==> config.mk <==
export PLATFORM = sky130hd
export DESIGN_NAME = gba_cart_reader
export DESIGN_NICKNAME = d
export VERILOG_FILES = /design/src/rtl/gba_cart_reader.sv
export SDC_FILE = /design/constraint.sdc
export NUM_CORES = 1
export LEC_CHECK = 0
export ABC_AREA = 1
export ABC_CLOCK_PERIOD_IN_PS = 6400
export BUFFER_PORTS_ARGS = -buffer_cell sky130_fd_sc_hd__buf_2
export CAP_MARGIN = 20
export CORE_MARGIN = 8
export CORE_UTILIZATION = 45
export DETAILED_ROUTE_END_ITERATION = 8
export PLACE_DENSITY = 0.72
export SETUP_SLACK_MARGIN = 0.1
export SYNTH_ARGS = -nofsm -noshare
export SYNTH_HDL_FRONTEND = slang
export SYNTH_SLANG_ARGS = --single-unit
==> constraint.sdc <==
create_clock -name clk -period 6.4 [get_ports clk]
set_input_delay 0 -clock clk [delete_from_list [all_inputs] [get_ports clk]]
set_output_delay 0 -clock clk [all_outputs]
set_load 0.02 [all_outputs]
==> src/rtl/gba_cart_reader.sv <==
// GBA cartridge ROM burst reader: non-sequential address phase, then sequential RD pulses.
// Optional running checksum output enabled by defining GBA_CART_READER_CHECKSUM_EN.
module gba_cart_reader #(
  parameter int ADDR_SETUP_CYC = 2,
  parameter int ADDR_HOLD_CYC  = 6,
  parameter int RD_LOW_CYC     = 8,
  parameter int RD_HIGH_CYC    = 4,
  parameter int CS_HIGH_CYC    = 4
) (
  input  logic        clk,
  input  logic        rst_n,
  input  logic        start,
  input  logic [23:0] addr,
  input  logic [8:0]  len,
  output logic        busy,
  output logic        done,
  output logic        rd_valid,
  output logic [15:0] rd_data,
  output logic        GBACART_CS,
  output logic        GBACART_RD,
  output logic [7:0]  GBACART_AH,
  output logic [15:0] GBACART_AD_O,
  output logic        GBACART_AD_OE,
  input  logic [15:0] GBACART_AD_I
`ifdef GBA_CART_READER_CHECKSUM_EN
  ,
  output logic [15:0] checksum
`endif
);

  typedef enum logic [2:0] {IDLE, ASETUP, AHOLD, TURN, RDLO, RDHI, CSHI} state_t;

  localparam logic [7:0] SETUP_LAST = 8'(ADDR_SETUP_CYC - 1);
  localparam logic [7:0] HOLD_LAST  = 8'(ADDR_HOLD_CYC - 1);
  localparam logic [7:0] RDLO_LAST  = 8'(RD_LOW_CYC - 1);
  localparam logic [7:0] RDHI_LAST  = 8'(RD_HIGH_CYC - 1);
  localparam logic [7:0] CSHI_LAST  = 8'(CS_HIGH_CYC - 1);

  logic [1:0]  rst_sync_reg;
  logic        rst_int_n;
  state_t      state_reg;
  logic [7:0]  cnt_reg;
  logic [23:0] cur_addr_reg;
  logic [8:0]  remaining_reg;
  logic [23:0] addr_inc;
  logic [8:0]  rem_dec;

  // Reset asserts immediately but releases only after two clean clock edges.
  always_ff @(posedge clk or negedge rst_n) begin
    if (!rst_n) rst_sync_reg <= 2'b00;
    else        rst_sync_reg <= {rst_sync_reg[0], 1'b1};
  end
  assign rst_int_n = rst_sync_reg[1];

  assign addr_inc = cur_addr_reg + 24'd1;
  assign rem_dec  = remaining_reg - 9'd1;

  always_ff @(posedge clk or negedge rst_int_n) begin
    if (!rst_int_n) begin
      state_reg     <= IDLE;
      cnt_reg       <= '0;
      cur_addr_reg  <= '0;
      remaining_reg <= '0;
      busy          <= 1'b0;
      done          <= 1'b0;
      rd_valid      <= 1'b0;
      rd_data       <= '0;
      GBACART_CS    <= 1'b1;
      GBACART_RD    <= 1'b1;
      GBACART_AH    <= '0;
      GBACART_AD_O  <= '0;
      GBACART_AD_OE <= 1'b0;
    end else begin
      done     <= 1'b0;
      rd_valid <= 1'b0;
      case (state_reg)
        IDLE: begin
          if (start) begin
            if (len != 9'd0) begin
              state_reg     <= ASETUP;
              cnt_reg       <= '0;
              busy          <= 1'b1;
              cur_addr_reg  <= addr;
              remaining_reg <= len;
              GBACART_AD_OE <= 1'b1;
              GBACART_AD_O  <= addr[15:0];
              GBACART_AH    <= addr[23:16];
            end else begin
              done <= 1'b1;
            end
          end
        end
        ASETUP: begin
          if (cnt_reg == SETUP_LAST) begin
            state_reg  <= AHOLD;
            cnt_reg    <= '0;
            GBACART_CS <= 1'b0;
          end else cnt_reg <= cnt_reg + 8'd1;
        end
        AHOLD: begin
          if (cnt_reg == HOLD_LAST) begin
            state_reg     <= TURN;
            cnt_reg       <= '0;
            GBACART_AD_OE <= 1'b0;
          end else cnt_reg <= cnt_reg + 8'd1;
        end
        TURN: begin
          state_reg  <= RDLO;
          cnt_reg    <= '0;
          GBACART_RD <= 1'b0;
        end
        RDLO: begin
          if (cnt_reg == RDLO_LAST) begin
            state_reg  <= RDHI;
            cnt_reg    <= '0;
            rd_data    <= GBACART_AD_I;
            rd_valid   <= 1'b1;
            GBACART_RD <= 1'b1;
          end else cnt_reg <= cnt_reg + 8'd1;
        end
        RDHI: begin
          if (cnt_reg == RDHI_LAST) begin
            cnt_reg       <= '0;
            remaining_reg <= rem_dec;
            cur_addr_reg  <= addr_inc;
            // The cart's internal counter only spans 16 bits, so a low-half wrap needs a fresh address phase.
            if (rem_dec != 9'd0 && addr_inc[15:0] != 16'd0) begin
              state_reg  <= RDLO;
              GBACART_RD <= 1'b0;
            end else begin
              state_reg  <= CSHI;
              GBACART_CS <= 1'b1;
            end
          end else cnt_reg <= cnt_reg + 8'd1;
        end
        CSHI: begin
          if (cnt_reg == CSHI_LAST) begin
            cnt_reg <= '0;
            if (remaining_reg != 9'd0) begin
              state_reg     <= ASETUP;
              GBACART_AD_OE <= 1'b1;
              GBACART_AD_O  <= cur_addr_reg[15:0];
              GBACART_AH    <= cur_addr_reg[23:16];
            end else begin
              state_reg <= IDLE;
              busy      <= 1'b0;
              done      <= 1'b1;
            end
          end else cnt_reg <= cnt_reg + 8'd1;
        end
        default: state_reg <= IDLE;
      endcase
    end
  end

`ifdef GBA_CART_READER_CHECKSUM_EN
  always_ff @(posedge clk or negedge rst_int_n) begin
    if (!rst_int_n) checksum <= '0;
    else if (state_reg == IDLE && start) checksum <= '0;
    else if (rd_valid) checksum <= checksum + rd_data;
  end
`endif

endmodule
Word-level counts from Yosys, hierarchy flattened. Cells that the tools add are included.

Div/mod/pow operators: 0. Muxes and demuxes: 59. Add/subtract/negate cells: 3. $mul: 0. Shift-type cells: 0. Equal/unequal tests: 21. $lt $le $gt $ge: 0. Reductions and logical operators: 22. Bitwise operators: 0.

Operators by type and width (number): $mux W8 (10); $mux W24 (3); $mux W16 (4); $pmux W24 S2 (1); $pmux W8 S6 (1); $pmux W16 S2 (1); $mux W9 (3); $reduce_bool A9 Y1 (3); $add A24 B1 Y24 const B (1); $ne A2 B2 Y1 const B (11); $mux W3 (7); $pmux W3 S7 (1); $mux W1 (20); $pmux W9 S2 (1); $eq A8 B3 Y1 const B (2); $pmux W8 S2 (1); $reduce_bool A16 Y1 (1); $reduce_and A4 Y1 (3); $reduce_and A5 Y1 (2); $eq A3 B3 Y1 const B (3); $sub A9 B1 Y9 const B (1); $add A8 B1 Y8 const B (1); $eq A8 B1 Y1 const B (1); $eq A8 B2 Y1 const B (1); other kinds (15) (22).

Latch bits: 0. Memories: 0. ROM bits: 0. Bits in writable memories: 0. Register bits after elaboration: 92.

Depth between registers and ports, before layout. Gate-level depths: netlist of the first run.

Depth after elaboration: 6. Gate-level depth with buffers: 15. Gate-level depth less buffers: 15.

Worst setup path before layout of the first run. No wires, ideal clock.

Kind: reg2reg. Start: register remaining_reg[0]. End: register GBACART_AH[2]. Cell stages (with the launch flop): 15. Path slack: 4515 ps. Buffers on the path: 2. Arrival: 1808 ps. Cell sequence: dfrtp_1 > inv_1 > ha_1 > nand3_1 > inv_1 > nand2_1 > nor2_1 > inv_2 > nor2_2 > inv_1 > o221ai_2 > buf_6 > buf_6 > nand2_1 > o21ai_1.

Word-level cells in the longest chain between the ends: 3.

Ends and longest elaborated chain: start: declaration (line 44) `logic [8:0] remaining_reg;`; start signal: assignment (line 84) `remaining_reg <= len;`; start signal: assignment (line 124) `remaining_reg <= rem_dec;`; $reduce_bool A9 Y1 (line 139) `if (remaining_reg != 9'd0) begin`; $ne A2 B2 Y1 (no source line); $reduce_and A5 Y1 (no source line); end signal: assignment (line 87) `GBACART_AH <= addr[23:16];`; end signal: assignment (line 143) `GBACART_AH <= cur_addr_reg[23:16];`; end: declaration (line 21) `output logic [7:0] GBACART_AH,`.

No other way between the ends. A chain may end at the register's enable or synchronous reset.

Final worst setup path of the first run.
Start: register state_reg[0]. End: register remaining_reg[6].

Word-level cells in the longest chain between the ends: 3. Elaborated cells on any way between the ends: 8. Classes of those cells: 4 x eq/ne; 1 x mux; 3 x reduce/logical.

Ends and longest elaborated chain: start: declaration (line 41) `state_t state_reg;`; start signal: assignment (line 60) `state_reg <= IDLE;`; start signal: assignment (line 80) `state_reg <= ASETUP;`; start signal: assignment (line 95) `state_reg <= AHOLD;`; $eq A3 B3 Y1 / $logic_not A3 Y1 (equally long branches) (line 76) `case (state_reg)`; $ne A2 B2 Y1 (no source line) / $reduce_bool A2 Y1 (equally long branches); $reduce_and A4 Y1 (no source line).

Parallel ways exist; a longest one is shown, timed or not.

==> flow_metrics.py, run 1 <==
metrics = {
    "run_status": {
        "outcome": "complete, no violations",
    },
    "placement": {
        "dp_hpwl_mm": 9.53,
        "place_congestion": 0.925,
        "dp_slack_ps": 3390,
        "port_buffers": 97,
    },
    "synth": {
        "synth_most_common_cell": "nand2_1",
        "syn_area_um2": 5090,
        "syn_avg_cell_area_um2": 7.33,
        "syn_inst": 694,
        "ys_top_cells_by_count": "nand2_1, dfrtp_1, o21ai_0",
        "ys_warn_count": 0,
        "ys_types": 40,
        "ys_seq_elements": 92,
        "synth_fp_nets": 751,
        "async_reset_ff_share_pct": 100,
        "netlist.area_leader.share_pct": 44.3,
        "ys_top_cells_by_area": "dfrtp_1, nand2_1, o21ai_0, nor2_1, inv_1",
        "ys_seq_area_share_pct": 45.3,
        "synth-main-ff-cell": "dfrtp_1",
        "synth_edf_count": 0,
        "yosysTopAreaCell": "dfrtp_1",
    },
    "timing": {
        "fmax_mhz": 330,
        "grt_setup_unrepaired": "no",
        "worst_clock_skew_ps": 8.85,
        "worst_pin_slew_ps": 927,
        "hold_viol": 0,
        "fin_crit_sh_pct": 47.3,
        "relSlewSlack_pct": 38.0,
        "finalSetupTns_ps": 0,
        "fin_ws_ps": 3370,
        "min_period_ps": 3030,
        "finalSetupViolCount": 0,
        "maxSlewViolCount": 0,
    },
    "power_and_ir_drop": {
        "ir_drop_mv": 0.329,
        "p_per_area_nw_per_um2": 483,
        "total_leakage_power_nw": 3.07,
        "power_w": 0.00316,
    },
    "floorplanning": {
        "ios": 98,
        "rows": 39,
        "core_area_um2": 11200,
        "start_util_pct": 45.3,
        "fp.dieArea_um2": 15000,
        "die_height_um": 122,
        "die_w_um": 122,
    },
    "critical_path": {
        "reg2reg_to": "remaining_reg[6]",
        "r2r_cells": 8,
        "worstPathMaxFanout": 59,
        "cp_data_arrival_time_ps": 3260,
        "setup.worst_path.end": "remaining_reg[6]",
        "crit_path_start": "state_reg[0]",
        "crit_path_start_kind": "register",
        "worst-setup-path-type": "reg2reg",
        "worstPathRequired_ps": 6630,
        "worstReg2RegStart": "state_reg[0]",
        "setup.worst_path.end_class": "register",
        "r2r_setup_slack_ps": 3370,
    },
    "drt": {
        "first_iter_violations": 305,
        "post_drt_via_cell_ratio": 5.14,
        "dr.pass1.iters": 5,
        "ant_nets": 0,
        "drc": 0,
        "drt-wirelength-per-cell_um": 13.8,
        "vias": 5034,
        "drt-total-wl_mm": 13.5,
    },
    "clock_tree": {
        "cts_resized": 0,
        "cts_tree": "done",
        "clock_latency_ps": 350,
        "clock_sinks": 92,
        "cts_buffer_depth": 2,
        "cts_buffers": 9,
        "root_buffer": "clkbuf_16",
        "clk_pin_slew_ps": 60,
        "htree_levels": 3,
    },
    "grt": {
        "met2_usage_pct": 32.5,
        "use_met3_pct": 4.92,
        "gr-max-usage-layer": "met2",
        "antenna_found_initial": 0,
        "grt_pass1_wl_mm": 22.6,
        "overflow": 0,
        "grt_pass1_vias": 4989,
        "grt_usage_pct": 18.6,
        "grt_max_degree": 60,
        "grtUsageMet1_pct": 21.6,
    },
    "job": {
        "drv_cap": 0,
    },
    "finish": {
        "syn_to_final_growth_pct": 28.4,
        "nNetsFinal": 888,
        "largest_reg_flops": 24,
        "diodes": 0,
        "utilization_pct": 58.2,
        "drive_gt1_share_pct": 16.6,
    },
    "hold_path": {
        "worstHoldStart": "addr[20]",
        "holdPathStages": 3,
        "hp-class": "in2reg",
    },
}
-- per-stage QoR --
stage	instances	hold slack [ps]	area (µm²)
2_1_floorplan	694	-296	5090
3_3_place_gp	914	-214	5690
3_5_place_dp	914	-214	5690
4_1_cts	978	0.00677	6500
5_1_grt	979	16.4	6530
6_report	979	4.80	6530
-- cells by family (layout without fill, tap and decap cells) --
logic type	after synthesis	count (layout)	share of synthesized area, %
AO/OA/AOI/OAI	143	143	15.7
XOR/XNOR	9	9	1.55
adder cells (fa/ha/maj)	5	5	1.23
buffers and inverters	88	230	7.04
flip-flops	92	92	45.3
multiplexers	2	2	0.394
other	1	1	0.0737
AND/OR/NAND/NOR	354	354	28.7
-- metal layers --
layer	wire, µm	vias to the layer above
met5	0	-
met4	270	0
met3	738	21
met2	6620	112
met1	5890	2355
li1	-	2546
-- layout by cell type, fill, tap and decap left out, types with 2 or more instances in the layout --
master / Yosys / layout
nand2_1: 224 / 224
buf_2: 8 / 97
dfrtp_1: 90 / 89
o21ai_0: 73 / 73
nor2_1: 65 / 64
inv_1: 61 / 61
dlygate4sd3_1: 0 / 48
nand3_1: 28 / 28
nor3_1: 17 / 17
a21oi_1: 17 / 17
o21ai_1: 16 / 16
o22ai_1: 14 / 14
clkbuf_16: 0 / 9
nand4_1: 8 / 8
o211ai_1: 8 / 8
xor2_1: 7 / 7
nor2_2: 5 / 6
a31oi_1: 5 / 5
ha_1: 5 / 5
buf_4: 0 / 4
inv_2: 3 / 3
a22oi_1: 3 / 3
dfstp_2: 2 / 2
xnor2_1: 2 / 2
mux2i_1: 2 / 2
o221ai_1: 2 / 2
bufinv_16: 0 / 2
clkbuf_8: 0 / 2
clkinvlp_4: 0 / 2
-- timing repair --
| item | in CTS | in global routing |
|---|---|---|
| endpoints found under the hold margin | 60 | 0 |
| setup buffers | 0 | 0 |
| hold buffers | 48 | 0 |
-- cell type report --
type | count | area, µm²
Tap cell | 143 | 179
Sequential cell | 92 | 2310
Clock buffer | 11 | 253
Multi-Input combinational cell | 514 | 2440
Fill cell | 1035 | 4690
Clock inverter | 5 | 83.8
Timing Repair Buffer | 150 | 1020
Inverter | 64 | 240
-- worst min-delay path by stage --
stage                             endpoint  slack (ps)
after floorplan            rst_sync_reg[0]        -300
after global placement     rst_sync_reg[0]        -210
after detailed placement   rst_sync_reg[0]        -210
after CTS                 cur_addr_reg[20]       0.007
after global routing      cur_addr_reg[20]          20
final                     cur_addr_reg[20]           5
-- report_power, final --
part	switching, W	internal [W]
registers	0.000206	0.000846
clock network	0.000230	0.000364
logic	0.00100	0.000509
-- critical path, cell delays in order (launching register included) --
cell,delay [ps]
dfrtp_1,490
nand2_1,170
nor2_4,720
nand2_1,270
a21oi_4,190
buf_4,470
inv_1,260
a21oi_1,200
a22oi_1,80
Note: power is estimated with default switching activity, not from simulation.
==> run 2, diff against run 1 <==
--- a/config.mk
+++ b/config.mk
@@ -6,7 +6,7 @@
 export NUM_CORES = 1
 export LEC_CHECK = 0
 export ABC_AREA = 1
-export ABC_CLOCK_PERIOD_IN_PS = 6400
+export ABC_CLOCK_PERIOD_IN_PS = 3200
 export BUFFER_PORTS_ARGS = -buffer_cell sky130_fd_sc_hd__buf_2
 export CAP_MARGIN = 20
 export CORE_MARGIN = 8
==> constraint.sdc (replaced) <==
create_clock -name clk -period 3.2 [get_ports clk]
set_input_delay 0 -clock clk [delete_from_list [all_inputs] [get_ports clk]]
set_output_delay 0 -clock clk [all_outputs]
set_load 0.02 [all_outputs]
==> flow_metrics.py, run 2 (same netlist as run 1, synthesis figures left out) <==
metrics = {
    "run_status": {
        "outcome": "complete, no violations",
    },
    "floorplanning": {
        "die_height_um": 122,
        "core_area_um2": 11200,
        "start_util_pct": 45.3,
        "fp.dieArea_um2": 15000,
        "die_w_um": 122,
        "rows": 39,
        "ios": 98,
    },
    "clock_tree": {
        "cts_buffer_depth": 2,
        "clock_latency_ps": 350,
        "cts_tree": "done",
        "clock_sinks": 92,
        "root_buffer": "clkbuf_16",
        "cts_buffers": 9,
        "htree_levels": 3,
        "clk_pin_slew_ps": 70,
        "post_cts_buffers": 0,
    },
    "finish": {
        "final_common_cell": "nand2_1",
        "nNetsFinal": 889,
        "stdcell_count": 980,
        "diodes": 0,
        "syn_to_final_growth_pct": 28.4,
        "layout_common_cells": "nand2_1, buf_2, dfrtp_1",
        "fillers": 1034,
        "drive_gt1_share_pct": 16.8,
        "final_area_um2": 6530,
        "largest_reg_flops": 24,
    },
    "drt": {
        "ant_nets": 0,
        "vias": 5090,
        "drt-wirelength-per-cell_um": 14.1,
        "drt-total-wl_mm": 13.8,
        "post_drt_via_cell_ratio": 5.19,
        "first_iter_violations": 311,
        "dr.pass1.iters": 5,
        "drc": 0,
    },
    "placement": {
        "placed_area_um2": 5710,
        "port_buffers": 97,
        "place_congestion": 0.900,
        "dp_cells": 917,
        "dp_hpwl_mm": 9.76,
    },
    "power_and_ir_drop": {
        "p_per_area_nw_per_um2": 975,
        "switchingPower_w": 0.00290,
        "switching_share_pct": 45.5,
        "internal-power_w": 0.00347,
        "p_seq_share_pct": 33.2,
        "clockPowerShare_pct": 19.7,
        "comb_power_share_pct": 47.1,
        "ir_drop_mv": 0.483,
        "total_leakage_power_nw": 3.07,
    },
    "critical_path": {
        "crit_path_start_kind": "register",
        "path_common_cell": "inv_1",
        "cp_data_arrival_time_ps": 2550,
        "worst-setup-path-type": "reg2reg",
        "cp_slowest_cell": "buf_4",
        "worstPathMaxFanout": 49,
        "critPathMaxStageDelay_ps": 430,
        "crit_chain": "inv_1 > ha_1 > nand3_1 > inv_1 > nand2_1 > nor2_1 > inv_2 > nor2_2 > inv_1 > o221ai_4 > buf_4 > o21ai_0",
        "setup.worst_path.end_class": "register",
        "critical_path_buf_inv_count": 5,
        "cpLargestDelayFamily": "buffers and inverters",
        "worstPathRequired_ps": 3420,
    },
    "grt": {
        "grt_max_degree": 50,
        "grt_usage_pct": 19.2,
        "antenna_found_initial": 0,
        "overflow": 0,
        "grt_pass1_wl_mm": 23.3,
        "grt_pass1_vias": 4979,
    },
    "timing": {
        "finalSetupViolCount": 0,
        "relSlewSlack_pct": 57.2,
        "grt_setup_unrepaired": "no",
        "fin_crit_sh_pct": 73.0,
        "fmax_mhz": 428,
        "worst_clock_skew_ps": 4.67,
        "finalSetupTns_ps": 0,
        "min_period_ps": 2340,
        "worst_pin_slew_ps": 642,
        "maxSlewViolCount": 0,
        "hold_viol": 0,
    },
    "hold_path": {
        "hp-class": "in2reg",
    },
    "job": {
        "drv_cap": 0,
    },
}
run 2: cell types whose count changed in the layout (fill, tap and decap cells not counted), sizes merged:
cell / delta
clkbuf: -1
clkinv: +1
bufinv: +1
clkinvlp: -1
buf: +2
dlygate4sd3: -1
run 2: tightest hold or removal path, stage by stage:
cell and delay, ps:
buf_2 110, o211ai_1 100, o21ai_0 100
run 2: repair_timing:
| action | 4_1_cts | 5_1_grt |
|---|---|---|
| hold buffers | 47 | 0 |
| resized for setup | 0 | 0 |
| endpoints found under the hold margin | 59 | 0 |
run 2: routing by layer:
metal	up-vias	track usage (%)	part of all wire, %
met4	0	8.91	2.0
met2	150	33.4	50
li1	2552	-	-
met1	2367	22.6	43
met5	-	0	0
met3	21	3.63	5.8
run 2: layout make-up:
type	count	area, µm²	area share, %
multi-input cells	514	2440	37.4
clock buffers	10	239	3.66
flip-flops and latches	92	2310	35.3
repair buffers	151	1010	15.4
clock inverters	6	111	1.70
well taps	143	179	2.74
inverters	64	240	3.68
run 2: path summary, 6_finish.rpt:
kind,from,endpoint,cells after the start,slack (ps)
min in group asynchronous,rst_sync_reg[1],remaining_reg[0],0,360
setup / recovery,remaining_reg[0],GBACART_AD_O[12],12,860
setup reg to reg,remaining_reg[0],GBACART_AD_O[12],12,860
hold reg to reg,rst_sync_reg[0],rst_sync_reg[1],0,350
max in group asynchronous,rst_sync_reg[1],GBACART_RD,1,2040
hold / removal,len[3],remaining_reg[3],3,9
run 2: power by group through the flow:
stage | Sequential [W] | Combinational (W) | Clock (W)
after floorplan | 0.00234 | 0.00191 | 0
after global placement | 0.00209 | 0.00288 | 0
after detailed placement | 0.00211 | 0.00296 | 0
after CTS | 0.00210 | 0.00301 | 0.00128
after global routing | 0.00219 | 0.00340 | 0.00132
final | 0.00211 | 0.00300 | 0.00125
run 2: per-stage QoR:
| stage | worst slack [ps] | utilization [%] | power [W] | hold slack (ps) |
|---|---|---|---|---|
| floorplan | 451 | - | 0.00425 | -296 |
| global placement | 968 | 50.9 | 0.00497 | -214 |
| detailed placement | 889 | 50.9 | 0.00507 | -213 |
| CTS | 863 | 58.2 | 0.00640 | 1.66 |
| global route | 634 | 58.2 | 0.00690 | 25.3 |
| finish | 864 | 58.2 | 0.00637 | 8.79 |
==> run 3, diff against run 2 <==
--- a/config.mk
+++ b/config.mk
@@ -6,13 +6,13 @@
 export NUM_CORES = 1
 export LEC_CHECK = 0
 export ABC_AREA = 1
-export ABC_CLOCK_PERIOD_IN_PS = 3200
+export ABC_CLOCK_PERIOD_IN_PS = 1900
 export BUFFER_PORTS_ARGS = -buffer_cell sky130_fd_sc_hd__buf_2
 export CAP_MARGIN = 20
 export CORE_MARGIN = 8
 export CORE_UTILIZATION = 45
 export DETAILED_ROUTE_END_ITERATION = 8
-export PLACE_DENSITY = 0.72
+export PLACE_DENSITY = 0.75
 export SETUP_SLACK_MARGIN = 0.1
 export SYNTH_ARGS = -nofsm -noshare
 export SYNTH_HDL_FRONTEND = slang
==> constraint.sdc (replaced) <==
create_clock -name clk -period 1.9 [get_ports clk]
set_input_delay 0 -clock clk [delete_from_list [all_inputs] [get_ports clk]]
set_output_delay 0 -clock clk [all_outputs]
set_load 0.02 [all_outputs]
==> flow_metrics.py, run 3 (same netlist as run 1, synthesis figures left out) <==
metrics = {
    "critical_path": {
        "cpLargestDelayFamily": "buffers and inverters",
        "cp_num_cells": 14,
        "r2r_cells": 14,
        "worstReg2RegStart": "remaining_reg[0]",
        "worstPathRequired_ps": 2180,
        "cp_data_arrival_time_ps": 2200,
        "r2r_setup_slack_ps": -10,
        "setup.worst_path.end_class": "register",
        "setup.worst_path.end": "GBACART_AH[4]",
        "worstPathMaxFanout": 8,
        "crit_chain": "inv_2 > ha_4 > nand3_4 > inv_2 > nand2_2 > nor2_2 > inv_2 > nor2_4 > inv_2 > o221ai_4 > buf_12 > clkbuf_16 > nand2_1 > o21ai_1",
        "critPathMaxStageDelay_ps": 410,
        "reg2reg_to": "GBACART_AH[4]",
        "crit_path_start": "remaining_reg[0]",
        "critical_path_buf_inv_count": 6,
        "crit_path_start_kind": "register",
        "cp_slowest_cell": "dfrtp_1",
        "path_common_cell": "inv_2",
        "worst-setup-path-type": "reg2reg",
    },
    "timing": {
        "maxSlewViolCount": 0,
        "grt_setup_unrepaired": "yes",
        "worst_clock_skew_ps": 8.18,
        "relSlewSlack_pct": 65.2,
        "worst_pin_slew_ps": 518,
        "min_period_ps": 1910,
        "fin_ws_ps": -13.7,
        "finalSetupViolCount": 3,
        "fin_crit_sh_pct": 101,
        "hold_viol": 0,
        "fmax_mhz": 523,
    },
    "clock_tree": {
        "root_buffer": "clkbuf_16",
        "cts_buffer_depth": 2,
        "cts_tree": "done",
        "cts_buffers": 9,
        "clk_pin_slew_ps": 70,
        "clock_sinks": 92,
        "htree_levels": 3,
        "clock_latency_ps": 360,
    },
    "finish": {
        "nNetsFinal": 962,
        "diodes": 0,
        "utilization_pct": 70.7,
        "layout_common_cells": "nand2_1, buf_2, dfrtp_1",
        "final_common_cell": "nand2_1",
        "syn_to_final_growth_pct": 56.1,
        "fillers": 861,
        "drive_gt1_share_pct": 35.9,
        "final_area_um2": 7940,
        "largest_reg_flops": 24,
    },
    "hold_path": {
        "hp-class": "in2reg",
    },
    "floorplanning": {
        "fp.dieArea_um2": 15000,
        "die_height_um": 122,
        "core_area_um2": 11200,
        "die_w_um": 122,
        "start_util_pct": 45.3,
        "rows": 39,
        "ios": 98,
    },
    "drt": {
        "dr.pass1.iters": 5,
        "vias": 5711,
        "ant_nets": 0,
        "post_drt_via_cell_ratio": 5.42,
        "drc": 0,
        "first_iter_violations": 399,
        "drt-wirelength-per-cell_um": 15.9,
        "drt-total-wl_mm": 16.8,
    },
    "grt": {
        "grt_pass1_wl_mm": 24.3,
        "grt_max_degree": 49,
        "overflow": 0,
        "antenna_found_initial": 0,
        "grt_pass1_vias": 5244,
        "grt_usage_pct": 20.4,
    },
    "run_status": {
        "outcome": "finished, violations left",
        "violations": "setup timing",
    },
    "placement": {
        "dp_hpwl_mm": 10.1,
        "place_congestion": 0.937,
        "port_buffers": 97,
        "placed_area_um2": 6070,
    },
    "power_and_ir_drop": {
        "p_per_area_nw_per_um2": 1780,
        "ir_drop_mv": 0.864,
        "total_leakage_power_nw": 3.68,
    },
    "job": {
        "drv_cap": 0,
    },
}
[run 3: changes by cell type in the layout (fill, tap and decap cells not counted), moves of 9 or more]
| cell | previous run | this run |
|---|---|---|
| o22ai_1 | 14 | 5 |
| o21ai_2 | 1 | 24 |
| o21ai_0 | 73 | 46 |
| nand2_2 | 1 | 22 |
| nand2_1 | 224 | 190 |
| inv_1 | 61 | 50 |
| buf_4 | 7 | 47 |
| nand2_4 | 0 | 13 |
| nor2_4 | 1 | 12 |
| buf_6 | 0 | 12 |
| nor2_1 | 64 | 47 |
| inv_2 | 3 | 14 |
[run 3: cell type report]
class                      count  area, µm²  area share [%]
tap                          143        179            2.25
clock buffer                  11        243            3.06
inverter                      64        240            3.03
sequential                    92       2310            29.1
clock inverter                 5       82.6            1.04
timing repair buffer         224       1890            23.8
multi-input combinational    514       3000            37.8
[run 3: per-layer routing]
metal,part of all wire (%),up-vias,wire length (µm),track usage (%)
li1,-,2721,-,-
met1,40,2700,6730,24.7
met2,50,245,8440,35.2
met3,6.5,45,1090,3.59
met4,3.0,0,497,8.15
met5,0,-,0,0
[run 3: worst min-delay path by stage]
stage	from	endpoint	slack, ps	cells past startpoint
floorplan	rst_n	rst_sync_reg[0]	-300	0
global route	len[2]	remaining_reg[2]	60	3
detailed placement	rst_n	rst_sync_reg[0]	-210	1
global placement	rst_n	rst_sync_reg[0]	-210	1
finish	len[2]	remaining_reg[2]	20	3
CTS	addr[13]	GBACART_AD_O[13]	4	3
[run 3: where the power goes]
group	switching (W)	total, W	internal, W	leakage [nW]
clock	0.000807	0.00200	0.00120	0.161
sequential	0.000778	0.00363	0.00285	1.08
combinational	0.00479	0.00852	0.00374	2.44
total	0.00637	0.0142	0.00779	3.68
[run 3: worst min-delay path, delay by kind of cell]
kind	cells	cell delay [ps]
AOI/OAI and AO/OA	2	250
buffers and inverters	1	90
[run 3: per-stage QoR]
stage	setup WS, ps	instances	setup TNS (ps)	power [W]	hold slack, ps
floorplan	101	694	0	0.00720	-296
global placement	29.2	953	0	0.00917	-213
detailed placement	-54.9	953	-107	0.00927	-213
CTS	50.4	1028	0	0.0119	3.66
global route	-146	1053	-2780	0.0150	62.9
finish	-13.7	1053	-19.4	0.0142	23.1
[run 3: what timing repair did]
item | in CTS | in global routing
setup endpoints to repair | 38 | 73
pin swaps | 3 | 23
hold endpoints to repair | 62 | 1
cloned | 3 | 9
resized for setup | 22 | 163
setup buffers | 6 | 17
hold buffers | 50 | 1
